<file path="src/rtl/ramsey_scan_sequencer.sv">
// Steps the POP free-precession time through a programmed Ramsey scan, holding each value for N POP cycles.
// Latency: start -> fp_load is 2 clocks; the last counted cycle_done -> next fp_load (or done) is 2 clocks.
// Backpressure: none; cycle_done pulses outside RUN are dropped, and abort wins over everything except reset.
// Ports: clk/reset; start/abort controls; cfg_* scan setup (shadowed at start); cycle_done from POP timer;
//        fp_time/fp_load to POP timer; point_idx, busy, done, cfg_err, sat status.
module ramsey_scan_sequencer #(
   parameter int TIME_W  = 16,
   parameter int POINT_W = 8,
   parameter int CPP_W   = 8
) (
   input  logic               clk,
   input  logic               reset,
   input  logic               start,
   input  logic               abort,
   input  logic [TIME_W-1:0]  cfg_start,
   input  logic [TIME_W-1:0]  cfg_step,
   input  logic [POINT_W-1:0] cfg_points,
   input  logic [CPP_W-1:0]   cfg_cycles_per_point,
   input  logic               cycle_done,
   output logic [TIME_W-1:0]  fp_time,
   output logic               fp_load,
   output logic [POINT_W-1:0] point_idx,
   output logic               busy,
   output logic               done,
   output logic               cfg_err,
   output logic               sat
);

   typedef enum logic [2:0] {S_IDLE, S_LOAD, S_RUN, S_ADVANCE, S_DONE} state_t;

   state_t             state_q, state_d;
   logic [TIME_W-1:0]  fp_time_q, fp_time_d;
   logic               fp_load_q, fp_load_d;
   logic [POINT_W-1:0] point_idx_q, point_idx_d;
   logic               busy_q, busy_d;
   logic               done_q, done_d;
   logic               cfg_err_q, cfg_err_d;
   logic               sat_q, sat_d;
   logic [CPP_W-1:0]   cyc_cnt_q, cyc_cnt_d;
   // Shadow copies of the configuration, frozen for the duration of a scan.
   logic [TIME_W-1:0]  sh_start_q, sh_start_d;
   logic [TIME_W-1:0]  sh_step_q, sh_step_d;
   logic [POINT_W-1:0] sh_points_q, sh_points_d;
   logic [CPP_W-1:0]   sh_cpp_q, sh_cpp_d;
   // One extra bit so the carry out of the step addition is visible.
   logic [TIME_W:0]    sum;

   always_ff @(posedge clk or posedge reset) begin
      if (reset) begin
         state_q     <= S_IDLE;
         fp_time_q   <= '0;
         fp_load_q   <= 1'b0;
         point_idx_q <= '0;
         busy_q      <= 1'b0;
         done_q      <= 1'b0;
         cfg_err_q   <= 1'b0;
         sat_q       <= 1'b0;
         cyc_cnt_q   <= '0;
         sh_start_q  <= '0;
         sh_step_q   <= '0;
         sh_points_q <= '0;
         sh_cpp_q    <= '0;
      end else begin
         state_q     <= state_d;
         fp_time_q   <= fp_time_d;
         fp_load_q   <= fp_load_d;
         point_idx_q <= point_idx_d;
         busy_q      <= busy_d;
         done_q      <= done_d;
         cfg_err_q   <= cfg_err_d;
         sat_q       <= sat_d;
         cyc_cnt_q   <= cyc_cnt_d;
         sh_start_q  <= sh_start_d;
         sh_step_q   <= sh_step_d;
         sh_points_q <= sh_points_d;
         sh_cpp_q    <= sh_cpp_d;
      end
   end

   always_comb begin
      state_d     = state_q;
      fp_time_d   = fp_time_q;
      fp_load_d   = 1'b0;
      point_idx_d = point_idx_q;
      busy_d      = busy_q;
      done_d      = 1'b0;
      cfg_err_d   = cfg_err_q;
      sat_d       = sat_q;
      cyc_cnt_d   = cyc_cnt_q;
      sh_start_d  = sh_start_q;
      sh_step_d   = sh_step_q;
      sh_points_d = sh_points_q;
      sh_cpp_d    = sh_cpp_q;
      sum         = {1'b0, fp_time_q} + {1'b0, sh_step_q};

      if (abort && (state_q != S_IDLE)) begin
         // fp_time and point_idx deliberately hold so software can see where the scan stopped.
         state_d = S_IDLE;
         busy_d  = 1'b0;
      end else begin
         case (state_q)
            S_IDLE: begin
               if (start && !abort) begin
                  if ((cfg_points == '0) || (cfg_cycles_per_point == '0)) begin
                     state_d   = S_DONE;
                     cfg_err_d = 1'b1;
                  end else begin
                     state_d     = S_LOAD;
                     sh_start_d  = cfg_start;
                     sh_step_d   = cfg_step;
                     sh_points_d = cfg_points;
                     sh_cpp_d    = cfg_cycles_per_point;
                  end
               end
            end
            S_LOAD: begin
               fp_time_d   = sh_start_q;
               fp_load_d   = 1'b1;
               point_idx_d = '0;
               cyc_cnt_d   = '0;
               busy_d      = 1'b1;
               sat_d       = 1'b0;
               cfg_err_d   = 1'b0;
               state_d     = S_RUN;
            end
            S_RUN: begin
               if (cycle_done) begin
                  // Never exceeds cpp, so the counter cannot wrap.
                  cyc_cnt_d = cyc_cnt_q + CPP_W'(1);
                  if (cyc_cnt_q == sh_cpp_q - CPP_W'(1)) begin
                     if (point_idx_q != sh_points_q - POINT_W'(1)) begin
                        state_d = S_ADVANCE;
                     end else begin
                        state_d = S_DONE;
                     end
                  end
               end
            end
            S_ADVANCE: begin
               if (sum[TIME_W]) begin
                  fp_time_d = '1;
                  sat_d     = 1'b1;
               end else begin
                  fp_time_d = sum[TIME_W-1:0];
               end
               fp_load_d   = 1'b1;
               point_idx_d = point_idx_q + POINT_W'(1);
               cyc_cnt_d   = '0;
               state_d     = S_RUN;
            end
            S_DONE: begin
               done_d  = 1'b1;
               busy_d  = 1'b0;
               state_d = S_IDLE;
            end
            default: state_d = S_IDLE;
         endcase
      end
   end

   assign fp_time   = fp_time_q;
   assign fp_load   = fp_load_q;
   assign point_idx = point_idx_q;
   assign busy      = busy_q;
   assign done      = done_q;
   assign cfg_err   = cfg_err_q;
   assign sat       = sat_q;

endmodule

</file>
<file path="config.mk">
export PLATFORM = sky130hd
export DESIGN_NAME = ramsey_scan_sequencer
export DESIGN_NICKNAME = d
export VERILOG_FILES = /design/src/rtl/ramsey_scan_sequencer.sv
export SDC_FILE = /design/constraint.sdc
export NUM_CORES = 1
export LEC_CHECK = 0
export ABC_AREA = 0
export CAP_MARGIN = 15
export CORE_ASPECT_RATIO = 0.75
export CORE_MARGIN = 3
export CORE_UTILIZATION = 50
export DETAILED_ROUTE_END_ITERATION = 12
export GPL_TIMING_DRIVEN = 0
export PLACE_DENSITY = 0.75
export SYNTH_ARGS = -nofsm -noshare
export SYNTH_HDL_FRONTEND = slang
export SYNTH_SLANG_ARGS = --single-unit
export TNS_END_PERCENT = 100
</file>
<file path="constraint.sdc">
create_clock -name clk -period 4.24 [get_ports clk]
set_input_delay 0.636 -clock clk [delete_from_list [all_inputs] [get_ports clk]]
set_output_delay 0.636 -clock clk [all_outputs]
set_load 0.01 [all_outputs]
</file>
---- Word level (Yosys, flattened, before mapping) ----
Index checks and enable logic that the tools add are counted.
operators by class
  bitwise operators ....................... 2
  equal/unequal tests ..................... 13
  reduce and logical (&&, ||, !) cells .... 19
  add/sub/neg operators ................... 5
  muxes and demuxes ....................... 23
operator list
  operator               count
  $pmux W16 S2           1
  $pmux W8 S2            2
  $mux W3                6
  $add A16 B16 Y17       1
  $add A8 B1 Y8 const B  2
  $logic_not A8 Y1       2
  $mux W16               1
  $sub A8 B1 Y8 const B  2
  $ne A3 B3 Y1 const B   3
  $pmux W3 S3            1
  $reduce_and A3 Y1      3
  $eq A8 B8 Y1           1
  $mux W1                8
  $mux W8                1
  $ne A2 B2 Y1 const B   4
  $ne A8 B8 Y1           1
  $reduce_and A4 Y1      2
  $eq A3 B2 Y1 const B   2
  $pmux W1 S2            3
  $reduce_bool A2 Y1     3
  $reduce_bool A3 Y1     2
  $eq A3 B1 Y1 const B   1
  $eq A3 B3 Y1 const B   1
  $logic_not A3 Y1       1
  6 further kinds        8
word-level totals
  input bits .............................. 53
  output and inout bits ................... 29
  register bits after elaboration ......... 88
  logic and storage cells ................. 75

---- Longest topological paths before layout ----
  word-level depth ........................ 7
  gate-level depth with buffers ........... 9
  depth with buffers taken out ............ 8

---- Least setup slack after synthesis ----
No wires, ideal clock.
  kind .................................... flip-flop to flip-flop
  from .................................... reg fp_time_q[0], in the netlist fp_time[0]
  to ...................................... reg fp_time_q[13], in the netlist fp_time[13]
  data required time ...................... 4.114 ns
  slack ................................... 1.691 ns
  arrival ................................. 2.423 ns
  stages on the path, launching flop included .. 10
  clock period less this slack ............ 2.549 ns
  path buffers ............................ 1
  cells stage by stage .................... dfrtp_1 ha_1 fa_1 a21o_1 a221oi_2 o21ai_1 a21bo_2 buf_2 a221oi_2 o21ai_1
between the ends
  longest elaborated chain between the ends .. 3
RTL lines
  element                 RTL line  RTL
  start, declared         32        logic [TIME_W-1:0] fp_time_q, fp_time_d;
  start signal, assigned  65        fp_time_q <= fp_time_d;
  $add A16 B16 Y17        94        sum = {1'b0, fp_time_q} + {1'b0, sh_step_q};
  $mux W16                140       if (sum[TIME_W]) begin
  $pmux W16 S2            101       case (state_q)
No other way between the ends.
A chain may end at the register's enable or synchronous reset.

---- Final worst setup path ----
  from .................................... reg fp_time_q[0], in the netlist fp_time[0]
  to ...................................... reg fp_time_q[4], in the netlist fp_time[4]
Same word-level chain as after synthesis.

==> run_results.csv <==
group,metric,value,unit
floorplanning,die_h,93.0,um
timing,drv_slew,0,
detailed_routing,dr.pass1.iters,4,
run,cap_violations,0,
finish,final_cells,716,
clocking,cts_made_buffers,9,
timing,tns,0,ns
worst_setup_path,r2r-start,"fp_time[0]$_DFFE_PP0P_",
detailed_routing,postRouteAntennaNets,0,
worst_setup_path,critPathKind,"flop to flop",
clocking,ctsHtreeMaxLevel,3,
power_and_ir_drop,comb_power_share,0.416,
floorplanning,coreArea,9740,um2
worst_setup_path,worstPathArrival,3.14,ns
floorplanning,fp-row-count,31,
clocking,cts_sinks,88,
detailed_routing,via_count,4193,
worst_setup_path,worstPathMaxFanout,10,
power_and_ir_drop,p_switching,1.25,mW
hold_path,holdPathEnd,"sh_start_q[15]$_DFFE_PP0P_",
finish,multi_input_area,2710,um2
placed_design,hpwl,9.09,mm
logic_synthesis,async_reset_ff_frac,1.00,
power_and_ir_drop,swShare,0.371,
floorplanning,die_w,122,um
floorplanning,io_pins,82,
hold_path,hp-class,"flop to flop",
floorplanning,die_area,11300,um2
finish,layout.cells.most_common,"dfrtp_1",
detailed_routing,drcViolationCount,0,
logic_synthesis,synth_edf_count,0,
clocking,postCtsSetupBuffers,0,
worst_setup_path,cp-start-kind,"flop",
logic_synthesis,synth_fp_nets,560,
placed_design,gp_congestion,0.901,
detailed_routing,routedWlPerCell,17.3,um
logic_synthesis,synth_area_leaders,"dfrtp_1, mux2_2, ha_1",
clocking,clock_latency,0.34,ns
placed_design,numPortBuffers,81,
timing,fin_crit_sh,0.688,
clocking,cts_resized,0,
logic_synthesis,syn_avg_cell_area,10.4,um2
timing,slew_headroom,0.505,
grt,overflow,0,
grt,grt_pass1_wl,20.4,mm
logic_synthesis,synth-main-ff-cell,"dfrtp_1",
grt,antenna_found_initial,0,
logic_synthesis,synth_seq_cells,88,
grt,grt_max_degree,70,
timing,clock_skew,0.00573,ns
grt,grt_usage,0.228,
clocking,cts_root_buf,"clkbuf_16",
placed_design,post_dp_cell_area,6050,um2
grt,grt_pass1_vias,4125,
power_and_ir_drop,max-vdd-ir-drop,0.272,mV
timing,setup_violations,0,
finish,final_area,6330,um2
power_and_ir_drop,p_int,2.12,mW
finish,utilization,0.650,
finish,layout.nets,653,
detailed_routing,wl,12.4,mm
timing,tightest_slew,0.737,ns
clocking,cts_hold_buf,0,
power_and_ir_drop,power.density,532,nW/um2
clocking,clkTransAtPathRegs,0.06,ns
power_and_ir_drop,pwr-share-clk,0.223,
finish,layout-drive-gt1-share,0.116,
finish,final_cell_mix,"dfrtp_1, clkdlybuf4s50_1, nand2_1",
power_and_ir_drop,seqPwrFrac,0.361,
finish,fill_cells,753,
logic_synthesis,synth_top_area_cell,"dfrtp_1",
detailed_routing,vias_per_cell,5.86,
logic_synthesis,ys_types,62,
power_and_ir_drop,p_total,3.37,mW
hold_path,worstHoldPathCells,1,
hold_path,hold_start,"sh_start_q[15]$_DFFE_PP0P_",
detailed_routing,drt_iter0_markers,346,
timing,fmax,343,MHz
finish,antennaDiodeCount,0,
run_status,status,"complete, no violations",
logic_synthesis,synth_cells,486,
floorplanning,start_util,0.518,
logic_synthesis,ys_warn_count,0,
worst_setup_path,reg2regPathDepth,9,
logic_synthesis,synth_top_area_share,0.437,
power_and_ir_drop,power_leakage,2.66,nW
clocking,cts_tree,"built",
worst_setup_path,cp-end-kind,"flop",
placed_design,dp_cells,700,
timing,min_period,2.92,ns
finish,seq_area,2200,um2
worst_setup_path,rrSetupSlack,1.32,ns
logic_synthesis,yosysSeqAreaShare,0.437,
timing,rsz0062_at_grt,"false",
clocking,clockBufferDepth,2,
timing,finalHoldViolCount,0,
logic_synthesis,syn_area,5040,um2
worst_setup_path,reg2reg_to,"fp_time[4]$_DFFE_PP0P_",
worst_setup_path,cp.required,4.46,ns
finish,synthToLayoutAreaGrowth,25.6,%
[cells by family after synthesis]
family / after synthesis / share of synthesized area
AOI/OAI and AO/OA: 131 / 0.175
adders and majority gates: 21 / 0.0536
buffers and inverters: 30 / 0.0256
muxes: 51 / 0.113
xor gates and xnor gates: 31 / 0.0553
DFF: 88 / 0.437
and+or+nand+nor: 134 / 0.140
[area by class of cell]
| type | count | share of cell area |
|---|---|---|
| Buffer | 19 | 0.0138 |
| Clock buffer | 10 | 0.0377 |
| Clock inverter | 6 | 0.00711 |
| Inverter | 11 | 0.00692 |
| Multi-Input combinational cell | 368 | 0.428 |
| Sequential cell | 88 | 0.348 |
| Tap cell | 132 | 0.0261 |
| Timing Repair Buffer | 82 | 0.132 |
[cells in the mapped netlist (3+ instances only)]
cell	number
dfrtp_1	88
nand2_1	32
mux2_2	29
nor2_1	29
o21ai_0	28
a21oi_1	20
ha_1	20
mux2_1	20
xor2_1	16
xnor2_1	14
a211oi_1	12
nand2b_1	12
o21ai_1	12
a31oi_1	11
clkbuf_1	11
nand3_1	11
inv_1	10
a21o_1	9
nor3_1	9
and3_1	8
nand4_1	6
o22ai_1	6
buf_2	4
o211ai_1	4
or3_1	4
a2111oi_0	3
and2_1	3
buf_4	3
nand3b_1	3
nor4_1	3
nor4b_1	3
o21a_1	3
or4_1	3
[metal layers]
layer | up-vias | global-route usage | part of all wire | wire [um]
met3 | 19 | 0.0476 | 0.049 | 602
li1 | 1987 | - | - | -
met2 | 122 | 0.346 | 0.44 | 5500
met1 | 2065 | 0.327 | 0.49 | 6080
met5 | - | 0 | 0 | 0
met4 | 0 | 0.0718 | 0.016 | 197
[power groups by stage]
stage | combinational, mW | sequential (mW) | clock [mW]
6_report | 1.40 | 1.22 | 0.751
5_1_grt | 1.55 | 1.24 | 0.799
4_1_cts | 1.38 | 1.21 | 0.769
3_5_place_dp | 1.37 | 1.22 | 0
3_3_place_gp | 1.32 | 1.22 | 0
2_1_floorplan | 0.957 | 1.20 | 0
[critical path, cell delays in order, from the launching register on]
cell and delay, ns:
dfrtp_1 0.41, ha_1 0.26, fa_1 0.41, a21o_1 0.23, a221oi_2 0.39, o21ai_1 0.21, a21bo_2 0.27, buf_2 0.21
a211oi_1 0.29, o21ai_1 0.12
[stage by stage]
stage                     worst slack [ns]  hold slack, ns
after global routing                  1.17           0.511
final                                 1.32           0.494
after global placement              0.0165           0.470
after floorplan                       1.33           0.457
after CTS                             1.37           0.495
after detailed placement              1.19           0.477
[how the worst max path moves through the flow]
stage / endpoint / slack, ns / cells after the start / start
detailed placement: fp_time[5]$_DFFE_PP0P_ / 1.19 / 8 / abort
CTS: fp_time[4]$_DFFE_PP0P_ / 1.37 / 9 / fp_time[0]$_DFFE_PP0P_
finish: fp_time[4]$_DFFE_PP0P_ / 1.32 / 9 / fp_time[0]$_DFFE_PP0P_
floorplan: busy$_DFFE_PP0P_ / 1.33 / 1 / reset
global placement: sh_step_q[11]$_DFFE_PP0P_ / 0.02 / 2 / reset
global route: fp_time[15]$_DFFE_PP0P_ / 1.17 / 8 / fp_time[0]$_DFFE_PP0P_
[sequential cells by signal (all words and copies together) (netlist names), 3 cells and up]
register,count
cyc_cnt_q,8
fp_time,16
point_idx,8
sh_cpp_q,8
sh_points_q,8
sh_start_q,16
sh_step_q,16
state_q,3
Power figures use the tool's default switching activity.
